<file path="config.mk">
export PLATFORM = sky130hd
export DESIGN_NAME = imem_loader
export DESIGN_NICKNAME = d
export VERILOG_FILES = /design/src/rtl/imem_loader.sv
export SDC_FILE = /design/constraint.sdc
export NUM_CORES = 1
export LEC_CHECK = 0
export ABC_AREA = 1
export CAP_MARGIN = 40
export CORE_MARGIN = 1.5
export CORE_UTILIZATION = 26
export CTS_CLUSTER_SIZE = 28
export DETAILED_ROUTE_END_ITERATION = 7
export SYNTH_ARGS = -nofsm -noshare
export SYNTH_HDL_FRONTEND = slang
export SYNTH_SLANG_ARGS = --single-unit
</file>
<file path="constraint.sdc">
create_clock -name clk -period 5 [get_ports clk]
set_input_delay 0.5 -clock clk [delete_from_list [all_inputs] [get_ports clk]]
set_output_delay 0.5 -clock clk [all_outputs]
set_load 0.01 [all_outputs]
</file>
<file path="src/rtl/imem_loader.sv">
// Instruction-memory loader: packs an MSB-first byte stream into 32-bit words and writes them.
// Optional running XOR checksum of written words when IMEM_LOADER_CHECKSUM_EN is defined.
module imem_loader #(
  parameter int ADDR_WIDTH = 3,
  parameter int WORD_COUNT = 8
) (
  input  logic                  clk,
  input  logic                  rst,
  input  logic                  start,
  input  logic                  in_valid,
  input  logic [7:0]            in_data,
  output logic                  in_ready,
  output logic                  mem_we,
  output logic [ADDR_WIDTH-1:0] mem_addr,
  output logic [31:0]           mem_din,
  output logic                  busy,
  output logic                  done,
  output logic [ADDR_WIDTH:0]   word_cnt
`ifdef IMEM_LOADER_CHECKSUM_EN
  ,
  output logic [31:0]           checksum
`endif
);

  typedef enum logic [1:0] {S_IDLE, S_LOAD, S_WRITE, S_DONE} state_t;

  localparam logic [ADDR_WIDTH-1:0] LP_LAST = ADDR_WIDTH'(WORD_COUNT - 1);

  state_t      r_state;
  logic [1:0]  r_byte_idx;
  logic [23:0] r_word;
  logic        w_accept;

  assign w_accept = in_valid && in_ready;

  always_ff @(posedge clk or posedge rst) begin
    if (rst) begin
      r_state    <= S_IDLE;
      r_byte_idx <= 2'd0;
      r_word     <= 24'd0;
      in_ready   <= 1'b0;
      mem_we     <= 1'b0;
      mem_addr   <= '0;
      mem_din    <= 32'd0;
      busy       <= 1'b0;
      done       <= 1'b0;
      word_cnt   <= '0;
`ifdef IMEM_LOADER_CHECKSUM_EN
      checksum   <= 32'd0;
`endif
    end else begin
      case (r_state)
        S_IDLE, S_DONE: begin
          if (start) begin
            r_state    <= S_LOAD;
            r_byte_idx <= 2'd0;
            mem_addr   <= '0;
            word_cnt   <= '0;
            in_ready   <= 1'b1;
            busy       <= 1'b1;
            done       <= 1'b0;
`ifdef IMEM_LOADER_CHECKSUM_EN
            checksum   <= 32'd0;
`endif
          end
        end
        S_LOAD: begin
          if (w_accept) begin
            r_byte_idx <= r_byte_idx + 2'd1;
            case (r_byte_idx)
              2'd0: r_word[23:16] <= in_data;
              2'd1: r_word[15:8]  <= in_data;
              2'd2: r_word[7:0]   <= in_data;
              default: begin
                // Last byte goes straight to mem_din so the word appears together with mem_we.
                mem_din  <= {r_word, in_data};
                mem_we   <= 1'b1;
                in_ready <= 1'b0;
                r_state  <= S_WRITE;
              end
            endcase
          end
        end
        S_WRITE: begin
          mem_we   <= 1'b0;
          word_cnt <= word_cnt + (ADDR_WIDTH+1)'(1);
`ifdef IMEM_LOADER_CHECKSUM_EN
          checksum <= checksum ^ mem_din;
`endif
          if (mem_addr == LP_LAST) begin
            r_state <= S_DONE;
            busy    <= 1'b0;
            done    <= 1'b1;
          end else begin
            r_state  <= S_LOAD;
            mem_addr <= mem_addr + ADDR_WIDTH'(1);
            in_ready <= 1'b1;
          end
        end
        default: r_state <= S_IDLE;
      endcase
    end
  end

endmodule

</file>
==> results.txt, run 1 <==
55 I/O pins were placed. The post-cts hold buffer count is 0. The tightest min-delay check is of the reg -> reg type. The number of CTS-inserted buffers came out at 9. For this design the static power due to leakage is 1.969 nW. The number of violations of the max-capacitance limit came out at 0. The type of destination of the critical path is a flip-flop. In the synthesized netlist the dominant register cell turns out to be sky130_fd_sc_hd__dfrtp_1. On the final layout, the worst clock skew is 0.006014 ns. The share of post-route cells with drive strength above 1 came out at 10.82%. The cell count after synthesis came out at 322. The placeable core area came out at 11420 um2. The number of iterations in the first detailed-routing pass came out at 4.

The effective utilization at floorplan came out at 26.76%. The die is 111.4 um tall. The slew of the pin with the lowest slew margin is 0.7278 ns. The total setup violations reported at the end of the flow came out at 0.

The die area is 12410 um2. The minimum period implied by the final worst setup slack is 2.246 ns. The flop and latch count out of synthesis came out at 71. The final count of hold timing violations came out at 0. The end-of-flow core utilization is 34.87%.

By startpoint and endpoint, the worst setup path is classified as reg -> reg. Entering global routing, the biggest net connects 45 pins. After routing, the total negative slack on setup checks comes to 0 ns. Measured against its own limit, the worst slew margin works out to 51.37%.

The proportion of synthesized flip-flops having asynchronous set or reset came out at 100.0%. The top cell type by total area after synthesis is sky130_fd_sc_hd__dfrtp_1. The number of antenna violations at the first check in global routing was 0. Setup repair after global routing left no endpoint under its margin. The number of standard-cell rows in the floorplan came out at 39. The count of pins over their slew limit is 0. From synthesis to final layout, the design area changed by 30.30%. Once detailed placement completed, the half-perimeter wirelength came to 4585 um. The post-cts resize count is 0. The biggest fanout along the worst timing path came out at 40. Derived from the worst setup path, the maximum achievable clock frequency is 445.3 MHz.

The synthesized-area fraction occupied by xor and xnor cells is 0%. The overall routing resource usage came out at 11.42%. The fraction of the cycle the final worst path needs is 44.91%. The total setup buffers inserted after CTS came out at 0. The final worst hold slack is 0.4764 ns.

The average routed wire per standard cell is 12.88 um. The count of distinct cell types in the synthesized netlist came out at 18. The adder-cell share of the synthesized area is 4.095%. The total number of yosys warnings came out at 0. The clock drives 71 sinks. The final weighted congestion in routability-driven placement is 0.7297. Yosys mapped a number of flops with a built-in enable equal to 0.

The data arrival time of the critical path is 2.45 ns. After clock tree synthesis, the clock-pin slew on the worst setup and hold paths is 0.06 ns. The portion of synthesized cell area occupied by the leading cell type came out at 58.15%. The first global-routing pass estimated 11280 um of wire. The number of global-route vias before repair came to 2194.

The filler cells instantiated in the layout total 1198. The initial detailed-routing violation count came out at 147. The per-instance average area after synthesis is 9.489 um2. The cell area after synthesis is 3055 um2. The number of cells in the finished layout apart from fillers is 522. 0 antenna diodes ended up in the layout.

The TritonCTS clock tree is yes. The post-detailed-route count of antenna-violating nets came out at 0. In the final layout, flip-flops and latches occupy 1777 um2. STA classifies the critical path startpoint as a flip-flop. Sorting the synthesized cells by how often they occur yields 115 x sky130_fd_sc_hd__nand2_1, 71 x sky130_fd_sc_hd__dfrtp_1, 33 x sky130_fd_sc_hd__nand3_1. After detailed routing, the number of remaining DRC violations is 0. The detailed-route via count came out at 2283. The main combinational cell family by area after synthesis is simple AND/OR/NAND/NOR gates. In the synthesized netlist, mux cells make up 0% of the area. During placement, the flow inserted port buffers numbering 54. The final layout contains 396 nets. The endpoint required time on the critical path came out at 5.20 ns.

The number of cells in the design after placement came out at 506. The worst vdd rail ir drop is 265.5 uV. The synthesized netlist devotes 9.009% of its cell area to compound gates.

The run finished with clean final reports. The area of the multi-input gates is 1081 um2. The area fraction in and, or, nand and nor cells after synthesis came out at 22.28%. The cell with the most instances after synthesis is sky130_fd_sc_hd__nand2_1.

The H-tree depth reported by CTS came out at 3. The clock network latency to the later pin of the worst-skew pair came out at 0.33 ns. The worst reg-to-reg setup slack came out at 2.75 ns. The number of nets produced by synthesis is 344. Clock tree synthesis selected as its root buffer the cell sky130_fd_sc_hd__clkbuf_16. The power density of the placed cells came out at 506.8 nW/um2. The floorplan die width is 111.4 um.

Of the synthesized area, sequential elements account for 58.15%. For this run the aggregate overflow at the end of global routing stands at 0. Sorting the synthesized cells by area gives the leading types as sky130_fd_sc_hd__dfrtp_1 58%, sky130_fd_sc_hd__nand2_1 14%, sky130_fd_sc_hd__nand3_1 5.4%. The total wirelength of the detailed-routed design is 6721 um. The detailed-route vias per instance came out at 4.374. The maximum clock path buffer count came out at 2.
==> path summary, 6_finish.rpt <==
check	from	end	cells after the start
worst max-delay path	r_state[1]	mem_din[1]	7
worst min register to register	mem_din[13]	mem_din[13]	2
worst max register to register	r_state[1]	mem_din[1]	7
min in group asynchronous	rst	mem_din[7]	2
worst min-delay path	mem_din[13]	mem_din[13]	2
max in group asynchronous	rst	r_word[14]	3
==> flip-flops by register name (all words and copies together) (netlist names) <==
name,count
mem_addr,3
done,1
mem_we,1
r_state,2
r_byte_idx,2
mem_din,32
word_cnt,4
in_ready,1
r_word,24
busy,1
==> stage by stage <==
| stage | instance area [um2] | setup slack [ns] | total power, mW |
|---|---|---|---|
| after detailed placement | 3679 | 2.464 | 1.384 |
| after CTS | 3981 | 2.725 | 2.040 |
| after global routing | 3981 | 2.534 | 2.146 |
| final | 3981 | 2.754 | 2.018 |
| after floorplan | 3055 | 2.703 | 1.181 |
| after global placement | 3667 | 2.519 | 1.362 |
==> layout make-up <==
class / instances / share of cell area, %
clock inverter: 7 / 1.948
multi-input combinational: 214 / 27.15
clock buffer: 9 / 5.657
timing repair buffer: 56 / 14.05
tap: 143 / 4.494
sequential: 71 / 44.63
inverter: 22 / 2.074
==> cells in the final DEF, fill, tap and decap left out, types with 2 or more instances in the layout <==
cell type                         instances
sky130_fd_sc_hd__a21oi_1                  6
sky130_fd_sc_hd__clkbuf_16                9
sky130_fd_sc_hd__clkdlybuf4s50_1         54
sky130_fd_sc_hd__dfrtp_1                 71
sky130_fd_sc_hd__ha_1                    10
sky130_fd_sc_hd__inv_1                   20
sky130_fd_sc_hd__inv_2                    2
sky130_fd_sc_hd__inv_6                    3
sky130_fd_sc_hd__nand2_1                115
sky130_fd_sc_hd__nand2_2                  2
sky130_fd_sc_hd__nand2_4                  2
sky130_fd_sc_hd__nand3_1                 33
sky130_fd_sc_hd__nand4_1                  3
sky130_fd_sc_hd__nor2_1                   5
sky130_fd_sc_hd__o21ai_0                 21
sky130_fd_sc_hd__o21ai_2                 16
==> per-layer routing <==
layer  track usage (%)  up-vias  share of wire [%]
met5                 0        -                  0
met4             4.557        0                1.4
met3             3.266       10                4.5
met2             18.08       44                 47
met1             14.82     1089                 47
li1                  -     1140                  -
==> report_power, final <==
group | switching, mW | total [mW] | internal (mW) | leakage [nW]
logic | 0.313 | 0.552 | 0.240 | 0.872
clock network | 0.258 | 0.649 | 0.391 | 0.147
registers | 0.0961 | 0.817 | 0.720 | 0.950
total | 0.666 | 2.02 | 1.35 | 1.97
==> worst max-delay path, cell delays in order (launching register included) <==
cell and delay (ns):
sky130_fd_sc_hd__dfrtp_1 0.40, sky130_fd_sc_hd__inv_1 0.07, sky130_fd_sc_hd__ha_1 0.25, sky130_fd_sc_hd__inv_2 0.09
sky130_fd_sc_hd__nor2_4 0.59, sky130_fd_sc_hd__nand2_4 0.44, sky130_fd_sc_hd__nand2_1 0.19, sky130_fd_sc_hd__o21ai_2 0.07
==> logic make-up after synthesis <==
family | Yosys count
adder cells (fa/ha/maj) | 10
AND/OR/NAND/NOR | 161
flip-flops | 71
buffers and inverters | 37
AO/OA/AOI/OAI | 43
Note: power is estimated with default switching activity, not from simulation.
==> run 2: changes to the inputs <==
- clock period: 5 -> 1.8 ns (I/O delays scaled with it)
==> run 2 against run 1 <==
Effect of this change: final cell count up 0.57%; largest power group unchanged; sequential power rose to 2.8 times the previous value; first-iteration DRC count shrank 27%; non-clock buffer count is 3 higher; register-to-register slack worse by 2.6 ns; critical path depth is 1 higher.
==> results.txt, run 2 (same netlist as run 1, synthesis figures left out) <==
The worst vdd rail ir drop came to 582.0 uV (+120%). The number of global-route vias before repair was 2310 (+5.3%). The maximum clock path buffer count came to 2 (unchanged). The path class of the tightest hold or removal check is in -> async.

The post-detailed-route DRC marker count was 0 (unchanged). The number of input and output port buffers inserted came to 54 (unchanged). The post-CTS clock slew at the launch and capture registers of the worst setup and hold paths came out at 0.06 ns (about the same). The number of flip-flops under the largest register name is 32 (unchanged). The fraction of the cycle the final worst path needs is 91.01% (+46 points). The detailed-route via count is 2300 (+0.74%). The effective utilization at floorplan came out at 26.76% (unchanged).

The I/O pin count came to 55 (unchanged). The clock network latency to the later pin of the worst-skew pair came to 0.33 ns (about the same). The relative max-transition margin came out at 74.00% (+23 points). The number of antenna violations at the first check in global routing is 0 (unchanged). The power density of the placed cells is 1393 nW/um2 (+170%). The number of iterations in the first detailed-routing pass came out at 4 (unchanged). The number of CTS-inserted buffers is 9 (unchanged). The largest net degree at the start of global routing is 72 (+60%).

The library cell used most frequently in the layout, excluding fill and tap cells, is sky130_fd_sc_hd__nand2_1. The final standard cell area without fillers came to 4038 um2 (+1.4%). The area growth from synthesis to final layout is 32.15%. Setup repair after global routing left no endpoint under its margin. The post-layout net count is 399 (+0.76%). The final count of hold timing violations came out at 0 (unchanged).

The chip height was 111.4 um (unchanged). The number of antenna diodes came out at 0 (unchanged). The critical path is of the reg -> reg type.

The final worst clock skew is 0.009047 ns (+0.003033 ns). The worst setup path is launched from a flip-flop. The largest registers in the layout are mem_din: 32 flops, r_word: 24 flops, word_cnt: 4 flops. The data arrival time of the critical path came out at 1.85 ns (-0.60 ns). The share of post-route cells with drive strength above 1 came to 11.26% (+0.44 points). Clock tree synthesis selected as its root buffer the cell sky130_fd_sc_hd__clkbuf_16. The total setup buffers inserted after CTS came out at 0 (unchanged). The wire length of the first global-routing pass came out at 11230 um (-0.43%). The number of cells in the design after placement came out at 509 (+0.59%).

The number of standard-cell rows in the floorplan came to 39 (unchanged). The final-layout setup total negative slack came out at 0 ns (unchanged). The placeable core area came out at 11420 um2 (unchanged). The number of violations of the max-capacitance limit came to 0 (unchanged). The average routed wire per standard cell came out at 12.76 um (-0.87%). The HPWL after detailed placement came out at 4512 um (-1.6%). The final weighted congestion in routability-driven placement is 0.7475 (+2.4%).

The initial detailed-routing violation count is 108 (-27%). The slowest stage of the critical path belongs to the cell sky130_fd_sc_hd__dfrtp_1. The maximum clock frequency was 610.5 MHz (+37%). The number of clock sinks seen by CTS is 71 (unchanged).

The cell family with the largest share of critical-path delay is simple AND/OR/NAND/NOR gates. The count of pins over their slew limit is 0 (unchanged). The placed standard-cell area is 3726 um2 (+1.3%). The leakage power came out at 2.012 nW (+2.2%). The endpoint required time on the critical path is 2.01 ns (-3.19 ns). Ranked by flip-flop count, first place goes to mem_din. The buffer and inverter count on the worst path came to 3 (+1).

The total wirelength of the detailed-routed design was 6701 um (-0.30%). The die area is 12410 um2 (unchanged). The worst setup path is captured at a flip-flop. The minimum period implied by the final worst setup slack is 1.638 ns (-0.6076 ns).

The delay of the slowest cell on the worst path is 0.40 ns (-0.19 ns). The number of cells in the finished layout apart from fillers is 525 (+0.57%). The TritonCTS clock tree is yes.

The flow ran to the end, and the final reports show no timing, DRC or antenna violations. The total setup violations reported at the end of the flow was 0 (unchanged). The H-tree depth reported by CTS was 3 (unchanged).

The slew of the pin with the lowest slew margin came out at 0.3900 ns (-0.3378 ns). The biggest fanout along the worst timing path is 40 (unchanged). Walking the worst path, the cells encountered are inv_1 > ha_1 > inv_2 > nor2_4 > nand2_4 > buf_12 > nand2_1 > o21ai_2. The floorplan die width came out at 111.4 um (unchanged). The overall routing resource usage came out at 11.28% (-0.14 points). The global-route congestion overflow total is 0 (unchanged). The post-detailed-route count of antenna-violating nets is 0 (unchanged). The top cell types in the final layout, fill and taps aside, are 115 x sky130_fd_sc_hd__nand2_1, 71 x sky130_fd_sc_hd__dfrtp_1, 54 x sky130_fd_sc_hd__clkdlybuf4s50_1. The detailed-route vias per instance is 4.381 (+0.17%).
[run 2: cell count changes in the layout (fill, tap and decap cells not counted), sizes merged]
cell and delta:
buf +3, clkbuf +1, clkinvlp +1, inv -2
[run 2: worst reg2reg max path, stage by stage, from the launching register on]
cell                      delay [ns]
sky130_fd_sc_hd__dfrtp_1        0.40
sky130_fd_sc_hd__inv_1          0.07
sky130_fd_sc_hd__ha_1           0.24
sky130_fd_sc_hd__inv_2          0.09
sky130_fd_sc_hd__nor2_4         0.31
sky130_fd_sc_hd__nand2_4        0.08
sky130_fd_sc_hd__buf_12         0.19
sky130_fd_sc_hd__nand2_1        0.11
sky130_fd_sc_hd__o21ai_2        0.05
[run 2: per-layer routing]
| layer | global-route usage (%) | share of wire [%] |
|---|---|---|
| met1 | 14.38 | 45 |
| met2 | 18.49 | 48 |
| met3 | 3.702 | 5.9 |
| met4 | 3.038 | 0.72 |
| met5 | 0 | 0 |
[run 2: timing repair]
item | CTS | global route
endpoints found under the setup margin | 0 | 4
resized for setup | 0 | 3
hold buffers | 0 | 0
[run 2: power by group]
group / leakage [nW] / switching [mW] / internal, mW / total, mW
registers: 0.950 / 0.268 / 2.00 / 2.27
clock network: 0.143 / 0.681 / 1.08 / 1.76
logic: 0.918 / 0.892 / 0.700 / 1.59
total: 2.01 / 1.84 / 3.78 / 5.62
[run 2: final timing paths]
kind / depth (start not counted) / start / slack (ns) / to
max in group asynchronous: 3 / rst / 1.18 / mem_we
min reg2reg: 2 / mem_din[25] / 0.47 / mem_din[25]
min in group clk: 2 / mem_din[25] / 0.47 / mem_din[25]
max: 8 / r_state[1] / 0.16 / mem_din[5]
min: 3 / rst / 0.29 / mem_din[27]
max reg2reg: 8 / r_state[1] / 0.16 / mem_din[5]
[run 2: cell type report]
| type | instances | area, um2 |
|---|---|---|
| fill | 1197 | 7381 |
| sequential | 71 | 1777 |
| multi-input combinational | 214 | 1091 |
| timing repair buffer | 59 | 606.8 |
| clock buffer | 10 | 229.0 |
| tap | 143 | 178.9 |
| inverter | 22 | 86.33 |
| clock inverter | 6 | 68.82 |
[run 2: stage by stage]
stage                     power [mW]  hold WS [ns]  util [%]  setup WS (ns)
after CTS                      5.673        0.3274     35.24         0.1115
final                          5.624        0.2926     35.36         0.1619
after detailed placement       3.880        0.4612     32.63         0.1528
after global placement         3.822        0.4600     32.63         0.1335
after floorplan                3.282        0.3558         -         0.3707
after global routing           5.987        0.3499     35.36        0.05088
==> run 3: changes to the inputs <==
- CAP_MARGIN: 40 -> not set
==> results of run 3 <==
Final layout, timing and power as in run 2 (identical DEF).
